[config.mk]
export PLATFORM = sky130hd
export DESIGN_NAME = sdram_init_seq
export DESIGN_NICKNAME = d
export VERILOG_FILES = /design/src/rtl/sdram_pkg.sv /design/src/rtl/sdram_init_timer.sv /design/src/rtl/sdram_init_seq.sv
export SDC_FILE = /design/constraint.sdc
export NUM_CORES = 1
export LEC_CHECK = 0
export CORE_MARGIN = 2
export CORE_UTILIZATION = 30
export CTS_CLUSTER_SIZE = 20
export DETAILED_ROUTE_END_ITERATION = 8
export GPL_ROUTABILITY_DRIVEN = 0
export PLACE_DENSITY = 0.55
export SETUP_SLACK_MARGIN = 0.1
export SLEW_MARGIN = 30
export SYNTH_ARGS = -nofsm -noshare
export SYNTH_HDL_FRONTEND = slang
export SYNTH_HIERARCHICAL = 1
export SYNTH_SLANG_ARGS = --single-unit
[constraint.sdc]
create_clock -name clk -period 2.8 [get_ports clk]
set_input_delay 0.56 -clock clk [delete_from_list [all_inputs] [get_ports clk]]
set_output_delay 0.56 -clock clk [all_outputs]
set_load 0.03 [all_outputs]
[src/rtl/sdram_pkg.sv]
// ---------------------------------------------------------------------------
// sdram_pkg
// Shared definitions for the SDRAM power-up initialisation sequencer:
//   - SDRAM command encodings {cs_n, ras_n, cas_n, we_n}
//   - A10 precharge-all address constant
//   - 3-bit sequencer state encoding (also what o_state carries when the
//     SDRAM_INIT_STATE_OUT_EN debug port is built in)
//   - max4() helper used to size the shared wait timer
// ---------------------------------------------------------------------------
package sdram_pkg;

    localparam logic [3:0] CMD_INHIBIT   = 4'b1111;
    localparam logic [3:0] CMD_NOP       = 4'b0111;
    localparam logic [3:0] CMD_PRECHARGE = 4'b0010;
    localparam logic [3:0] CMD_REFRESH   = 4'b0001;
    localparam logic [3:0] CMD_LMR       = 4'b0000;

    localparam logic [12:0] A10_PRECHARGE_ALL = 13'h0400;

    typedef enum logic [2:0] {
        ST_WAIT_PWR  = 3'd0,
        ST_PRECHARGE = 3'd1,
        ST_WAIT_RP   = 3'd2,
        ST_REFRESH   = 3'd3,
        ST_WAIT_RFC  = 3'd4,
        ST_LOAD_MODE = 3'd5,
        ST_WAIT_MRD  = 3'd6,
        ST_DONE      = 3'd7
    } state_t;

    function automatic int max4(input int a, input int b, input int c, input int d);
        int m;
        m = a;
        if (b > m) m = b;
        if (c > m) m = c;
        if (d > m) m = d;
        return m;
    endfunction

endpackage

[src/rtl/sdram_init_timer.sv]
// ---------------------------------------------------------------------------
// sdram_init_timer
// Loadable down-counter with a zero flag. Holds at zero until reloaded.
// Ports:
//   clk        - clock, rising edge
//   i_rst      - synchronous active-high reset, counter takes RST_VAL
//   i_load     - load i_load_val this cycle (has priority over counting)
//   i_load_val - value to load
//   o_zero     - counter is zero
// ---------------------------------------------------------------------------
module sdram_init_timer #(
    parameter int             W       = 4,
    parameter logic [W-1:0]   RST_VAL = '0
) (
    input  logic         clk,
    input  logic         i_rst,
    input  logic         i_load,
    input  logic [W-1:0] i_load_val,
    output logic         o_zero
);

    logic [W-1:0] r_cnt;

    always_ff @(posedge clk) begin
        if (i_rst)        r_cnt <= RST_VAL;
        else if (i_load)  r_cnt <= i_load_val;
        else if (!o_zero) r_cnt <= r_cnt - 1'b1;
    end

    assign o_zero = (r_cnt == '0);

endmodule

[src/rtl/sdram_init_seq.sv]
// ---------------------------------------------------------------------------
// sdram_init_seq
// SDRAM power-up initialisation sequencer: power-up wait, precharge-all,
// N_REFRESH auto-refreshes, load-mode-register, then o_init_done.
// Ports:
//   clk         - clock, rising edge
//   pwr_reset   - synchronous active-high reset
//   o_cke       - clock enable (registered)
//   o_cmd       - {cs_n, ras_n, cas_n, we_n} (registered)
//   o_addr      - address bus, A10 for precharge-all, MODE_REG for LMR
//   o_ba        - bank address, always 0
//   o_init_done - sticky until reset
//   o_state     - registered state, only when SDRAM_INIT_STATE_OUT_EN is
//                 defined (aligned with the command it produced on o_cmd)
// Outputs are a registered decode of the current state, so each command
// appears one cycle after the FSM enters the matching state. The wait timer
// therefore counts from T_x-2 on entry to WAIT_x (the command cycle itself
// is the first clock of the T_x spacing); WAIT_x is skipped when T_x == 1.
// ---------------------------------------------------------------------------
module sdram_init_seq
    import sdram_pkg::*;
#(
    parameter int          T_POWERUP = 10000,
    parameter int          T_RP      = 3,
    parameter int          T_RFC     = 7,
    parameter int          T_MRD     = 2,
    parameter int          N_REFRESH = 8,
    parameter logic [12:0] MODE_REG  = 13'h0030
) (
    input  logic        clk,
    input  logic        pwr_reset,
    output logic        o_cke,
    output logic [3:0]  o_cmd,
    output logic [12:0] o_addr,
    output logic [1:0]  o_ba,
    output logic        o_init_done
`ifdef SDRAM_INIT_STATE_OUT_EN
    ,
    output logic [2:0]  o_state
`endif
);

    localparam int CW_RAW = $clog2(max4(T_POWERUP, T_RP, T_RFC, T_MRD));
    localparam int CW     = (CW_RAW < 1) ? 1 : CW_RAW;
    localparam int RW     = $clog2(N_REFRESH + 1);

    localparam logic [CW-1:0] LD_PWR = CW'(T_POWERUP - 1);
    localparam logic [CW-1:0] LD_RP  = CW'((T_RP  > 1) ? T_RP  - 2 : 0);
    localparam logic [CW-1:0] LD_RFC = CW'((T_RFC > 1) ? T_RFC - 2 : 0);
    localparam logic [CW-1:0] LD_MRD = CW'((T_MRD > 1) ? T_MRD - 2 : 0);

    state_t        r_state;
    state_t        w_next;
    logic          w_load;
    logic [CW-1:0] w_load_val;
    logic          w_zero;
    logic [RW-1:0] r_ref_cnt;
    logic [3:0]    w_cmd;
    logic [12:0]   w_addr;
    logic          w_refs_done;
    logic          w_ref_last;

    sdram_init_timer #(
        .W       (CW),
        .RST_VAL (LD_PWR)
    ) u_timer (
        .clk        (clk),
        .i_rst      (pwr_reset),
        .i_load     (w_load),
        .i_load_val (w_load_val),
        .o_zero     (w_zero)
    );

    // w_refs_done: seen from WAIT_RFC (count already includes the last one).
    // w_ref_last: seen from REFRESH (the refresh being issued now is counted).
    assign w_refs_done = (int'(r_ref_cnt) >= N_REFRESH);
    assign w_ref_last  = (int'(r_ref_cnt) + 1 >= N_REFRESH);

    always_ff @(posedge clk) begin
        if (pwr_reset) begin
            r_state   <= ST_WAIT_PWR;
            r_ref_cnt <= '0;
        end else begin
            r_state <= w_next;
            if (r_state == ST_REFRESH) r_ref_cnt <= r_ref_cnt + 1'b1;
        end
    end

    always_comb begin
        w_next     = r_state;
        w_load     = 1'b0;
        w_load_val = '0;
        w_cmd      = CMD_NOP;
        w_addr     = '0;
        case (r_state)
            ST_WAIT_PWR: if (w_zero) w_next = ST_PRECHARGE;
            ST_PRECHARGE: begin
                w_cmd  = CMD_PRECHARGE;
                w_addr = A10_PRECHARGE_ALL;
                if (T_RP == 1) w_next = ST_REFRESH;
                else begin
                    w_next     = ST_WAIT_RP;
                    w_load     = 1'b1;
                    w_load_val = LD_RP;
                end
            end
            ST_WAIT_RP: if (w_zero) w_next = ST_REFRESH;
            ST_REFRESH: begin
                w_cmd = CMD_REFRESH;
                if (T_RFC == 1) w_next = w_ref_last ? ST_LOAD_MODE : ST_REFRESH;
                else begin
                    w_next     = ST_WAIT_RFC;
                    w_load     = 1'b1;
                    w_load_val = LD_RFC;
                end
            end
            ST_WAIT_RFC: if (w_zero) w_next = w_refs_done ? ST_LOAD_MODE : ST_REFRESH;
            ST_LOAD_MODE: begin
                w_cmd  = CMD_LMR;
                w_addr = MODE_REG;
                if (T_MRD == 1) w_next = ST_DONE;
                else begin
                    w_next     = ST_WAIT_MRD;
                    w_load     = 1'b1;
                    w_load_val = LD_MRD;
                end
            end
            ST_WAIT_MRD: if (w_zero) w_next = ST_DONE;
            ST_DONE:     w_next = ST_DONE;
            default:     w_next = ST_WAIT_PWR;
        endcase
    end

    // Output pad registers; reset wins so no partial command escapes.
    always_ff @(posedge clk) begin
        if (pwr_reset) begin
            o_cke       <= 1'b0;
            o_cmd       <= CMD_INHIBIT;
            o_addr      <= '0;
            o_ba        <= 2'b00;
            o_init_done <= 1'b0;
`ifdef SDRAM_INIT_STATE_OUT_EN
            o_state     <= ST_WAIT_PWR;
`endif
        end else begin
            o_cke       <= 1'b1;
            o_cmd       <= w_cmd;
            o_addr      <= w_addr;
            o_ba        <= 2'b00;
            o_init_done <= (r_state == ST_DONE);
`ifdef SDRAM_INIT_STATE_OUT_EN
            o_state     <= r_state;
`endif
        end
    end

endmodule

After elaboration in Yosys (flattened, before gate mapping)

Index checks and enable logic that the tools add are counted.

Reduce and logical (&&, ||, !) cells: 4
Add/sub/neg operators: 2
Order comparisons: 1
Eq/ne operators: 12
Multiplexer cells: 13

Operators with widths:

| operator                                                 | number |
|---|---|
| two-way mux 14 bit                                       | 2 |
| case mux 3 bit (8 select lines)                          | 1 |
| case mux 11 bit (2 select lines)                         | 1 |
| two-way mux 3 bit                                        | 5 |
| logical NOT 14 bit                                       | 1 |
| subtractor 14 x 1 -> 14 bit, second input constant       | 1 |
| equality test 3 bit, second input constant               | 4 |
| inequality test 2 x 1 -> 1 bit, second input constant    | 5 |
| case mux 3 bit (3 select lines)                          | 1 |
| equality test 3 x 2 -> 1 bit, second input constant      | 2 |
| case mux 3 bit (2 select lines)                          | 1 |
| adder 4 x 1 -> 4 bit, second input constant              | 1 |
| greater-or-equal comparator 4 bit, second input constant | 1 |
| AND reduction 4 bit                                      | 1 |
| equality test 3 x 1 -> 1 bit, second input constant      | 1 |
| logical NOT 3 bit                                        | 1 |
| OR reduction 3 bit                                       | 1 |
| two-way mux 1 bit                                        | 2 |

Output and inout bits: 21
Input port bits: 2
Bits in registers: 40

Depth between registers and ports, before layout

Depth in word-level cells: 4
Depth in mapped cells: 8
Mapped depth without buffers: 8

By module

Netlist, hierarchy kept.

Modules (own cells, without submodules):

| module           | cells an instance | area an instance (um^2) | sequential area each (um^2) | instances |
|---|---|---|---|---|
| sdram_init_timer | 105               | 844.6                   | 280.3                       | 1 |
| sdram_init_seq   | 70                | 665.6                   | 300.3                       | 1 |

Least setup slack after synthesis

No wires, ideal clock.

Path type: reg2reg
From: register u_timer.r_cnt[0]
To: register r_state[2]
Buffers on the path: 0
Required time: 2.672 ns
Stages on the path, launching flop included: 9
Data arrival time: 1.939 ns
Period minus slack after synthesis: 2.067 ns
Setup slack: 0.733 ns
Cells stage by stage: dfxtp_1 > inv_1 > ha_1 > nor4b_4 > nand4_1 > inv_1 > or3b_1 > a21oi_1 > nor3_1

Cells in the longest elaborated chain, start to end: 3

Ends and longest elaborated chain:

| item                                            | RTL line               | source |
|---|---|---|
| start, declared                                 | sdram_init_timer.sv:22 | `logic [W-1:0] r_cnt;` |
| start signal, assigned                          | sdram_init_timer.sv:26 | `else if (i_load) r_cnt <= i_load_val;` |
| start signal, assigned                          | sdram_init_timer.sv:27 | `else if (!o_zero) r_cnt <= r_cnt - 1'b1;` |
| logical NOT 14 bit (*)                          | sdram_init_timer.sv:30 | `assign o_zero = (r_cnt == '0);` |
| named net w_zero                                | sdram_init_seq.sv:56   | `logic w_zero;` |
| inequality test 2 x 1 -> 1 bit (no source line) | -                      |  |
| AND reduction 4 bit (no source line) (*)        | -                      |  |
| end signal, assigned                            | sdram_init_seq.sv:84   | `r_state <= w_next;` |
| end, declared                                   | sdram_init_seq.sv:52   | `state_t r_state;` |

The timed path passes the listed nets; every way through them passes the cells marked *.
A chain may end at the register's enable or synchronous reset.

Final worst setup path

Ends and elaborated chain as after synthesis.

==> out/metrics.json <==
{
  "floorplan.core_area_um2": 4786,
  "worst_setup_path_start_kind": "flop",
  "max_cap_viol_count": 0,
  "die_x_um": 74.95,
  "seq_area_frac_synth_pct": 38.44,
  "gr-total-overflow": 0,
  "synth_seq_cells": 29,
  "p_leak_nw": 0.7274,
  "cts_hold_buffers": 0,
  "cp_data_arrival_time_ps": 2430,
  "ys_warn_count": 6,
  "cts-root-to-sink-buffers": 2,
  "critical_path.endpoint_type": "flop",
  "mostFrequentLayoutCells": "29 x dfxtp_1, 24 x conb_1, 14 x inv_1",
  "grt_pass1_wl_um": 4519,
  "tightest_slew_ps": 499.5,
  "max_clock_freq_mhz": 443.0,
  "dp_worst_setup_slack_ps": 558.7,
  "total_wire_length_after_detailed_routing_um": 2690,
  "final_period_minus_worst_setup_slack_ps": 2257,
  "ios": 23,
  "finalNetCount": 203,
  "setup-tns-final_ps": 0,
  "initial_core_util_pct": 31.56,
  "grt_pass1_vias": 1007,
  "drt-pass1-iter-count": 4,
  "numCtsBuffers": 5,
  "worstPathMaxFanout": 9,
  "async_reset_ff_share_pct": 0,
  "slew_violations": 0,
  "drc": 0,
  "timing.hold.worst.class": "flop to flop",
  "die_h_um": 74.95,
  "track_usage_pct": 10.73,
  "clock_latency_ps": 280,
  "drt.antenna.violating_nets": 0,
  "synth_area_leader_cell": "dfxtp_1",
  "finClkSkew_ps": 3.421,
  "wl_per_cell_um": 10.11,
  "postCtsResizedCells": 0,
  "final-setup-viol-count": 0,
  "dp.cells": 258,
  "buffer_ports.inserted": 10,
  "synth-edff-count": 0,
  "number_of_endpoints_with_negative_hold_slack_in_the_final_report": 0,
  "post-dp-hpwl_um": 1925,
  "crit_path_cell_trace": "inv_1 > ha_1 > nor4b_4 > buf_4 > nand4_1 > inv_1 > or3b_1 > a21oi_1 > nor3_1",
  "drt_iter0_drc": 60,
  "critical_path_class": "flop to flop",
  "synth.cell_area_um2": 1510,
  "power.density_nw_per_um2": 461.0,
  "cts.sinks": 29,
  "clock_tree_from_tritoncts": "done",
  "ys_dominant_reg_cell": "dfxtp_1",
  "post_synth_inst_count": 175,
  "drive_gt1_share_pct": 8.543,
  "grt_max_degree": 20,
  "critical-path-max-stage-delay_ps": 360,
  "timing.critical_path.mode_cell": "inv_1",
  "critical-path-top-delay-family": "simple AND/OR/NAND/NOR gates",
  "layout_setup_ws_ps": 542.5,
  "slew_headroom_pct": 66.45,
  "num_vias": 1159,
  "worst_path_max_delay_cell": "dfxtp_1",
  "post-route-period-util_pct": 80.62,
  "share_of_the_synthesized_area_in_the_top_cell_type_pct": 38.44,
  "layout.cells.most_common": "dfxtp_1",
  "clk_root_buffer_cell": "clkbuf_8",
  "critical_path.n_buffers_inverters": 3,
  "ctsHtreeMaxLevel": 2,
  "peakVddDrop_mv": 0.1341,
  "floorplan.die_area_um2": 5618,
  "synth_top_cells_by_area": "dfxtp_1 38%, buf_4 7.0%, a21oi_1 4.0%",
  "clk_transition_reported_paths_ps": 60,
  "run_status": "completed",
  "cp_data_required_time_ps": 2980,
  "placement_rows": 25,
  "routed_via_density": 4.357,
  "grt_setup_unrepaired": "no",
  "post_cts_setup_repair_bufs": 0,
  "antenna-diode-count": 0,
  "final-instance-count-excl-fill": 266,
  "layout-area-overhead-vs-synth_pct": 17.40,
  "syn_avg_cell_area_um2": 8.630,
  "initial_antenna_violation_count": 0,
  "yosysUniqueCellTypes": 45
}
-- layout make-up --
class                           count  area, µm²
Tap cell                           67      83.83
Fill cell                         490       3013
Clock inverter                      3      17.52
Timing Repair Buffer               15      150.1
Multi-Input combinational cell    133      819.5
Sequential cell                    29      580.6
Clock buffer                        5      68.82
Inverter                           14      52.55
-- registers in the layout (all words and copies together) (netlist names) --
signal	cells
u_timer/r_cnt	14
o_cmd	4
r_ref_cnt	4
r_state	3
o_addr	2
o_cke	1
o_init_done	1
-- routing by layer --
metal	share of wire, %	track usage, %	up-vias
met5	0	0	-
met3	6.0	4.418	3
met1	52	14.48	504
met4	1.2	4.762	0
li1	-	-	618
met2	41	14.91	34
-- cells in the mapped netlist (all sizes together), types with 2 or more instances --
library cell,instances
nand2,9
and2,2
ha,3
or3b,2
xor2,2
and4,3
nand3b,4
o21ai,4
or3,2
mux2i,2
inv,14
nor3b,2
clkbuf,6
nor2,12
nand4,2
dfxtp,29
nor4b,2
o32ai,2
buf,16
nor2b,2
nor4,2
nand3,7
a211oi,2
nand4b,2
nor3,12
xnor2,5
a21oi,12
-- through the flow --
stage	area [µm²]	util [%]	hold slack (ps)	power, mW
after global placement	1687	35.24	498.4	0.4921
after detailed placement	1687	35.24	501.9	0.4923
after global routing	1773	37.05	561.4	0.8529
after CTS	1773	37.05	511.7	0.8321
after floorplan	1597	-	467.7	0.4925
final	1773	37.05	514.1	0.8174
-- cell families (layout without fill, tap and decap cells) --
| kind of cell | Yosys count | in the layout | share of synthesized area [%] |
|---|---|---|---|
| multiplexers | 2 | 2 | 1.326 |
| buffers and inverters | 36 | 37 | 13.01 |
| AO/OA/AOI/OAI | 30 | 30 | 12.84 |
| adder cells (fa/ha/maj) | 3 | 3 | 2.486 |
| AND/OR/NAND/NOR | 67 | 67 | 27.59 |
| flip-flops | 29 | 29 | 38.44 |
| other | 1 | 24 | 0.2483 |
| XOR/XNOR | 7 | 7 | 4.060 |
-- where the power goes --
part	leakage (nW)	internal (mW)	switching (mW)	total, mW
Clock	0.0439	0.171	0.163	0.334
Sequential	0.235	0.418	0.00678	0.425
Combinational	0.448	0.0164	0.0420	0.0583
-- final timing paths --
kind / start / end / cells past startpoint / slack, ps
setup reg to reg: u_timer/r_cnt[0] / r_state[2] / 9 / 540
hold reg to reg: r_ref_cnt[3] / r_ref_cnt[3] / 2 / 510
hold / removal: r_ref_cnt[3] / r_ref_cnt[3] / 2 / 510
setup / recovery: u_timer/r_cnt[0] / r_state[2] / 9 / 540
-- tightest hold or removal path, cell delays in order, from the launching register on --
cell	delay (ps)
dfxtp_1	330
o21ai_0	80
a21oi_1	60
No activity file was read; power rests on OpenSTA's default activity.
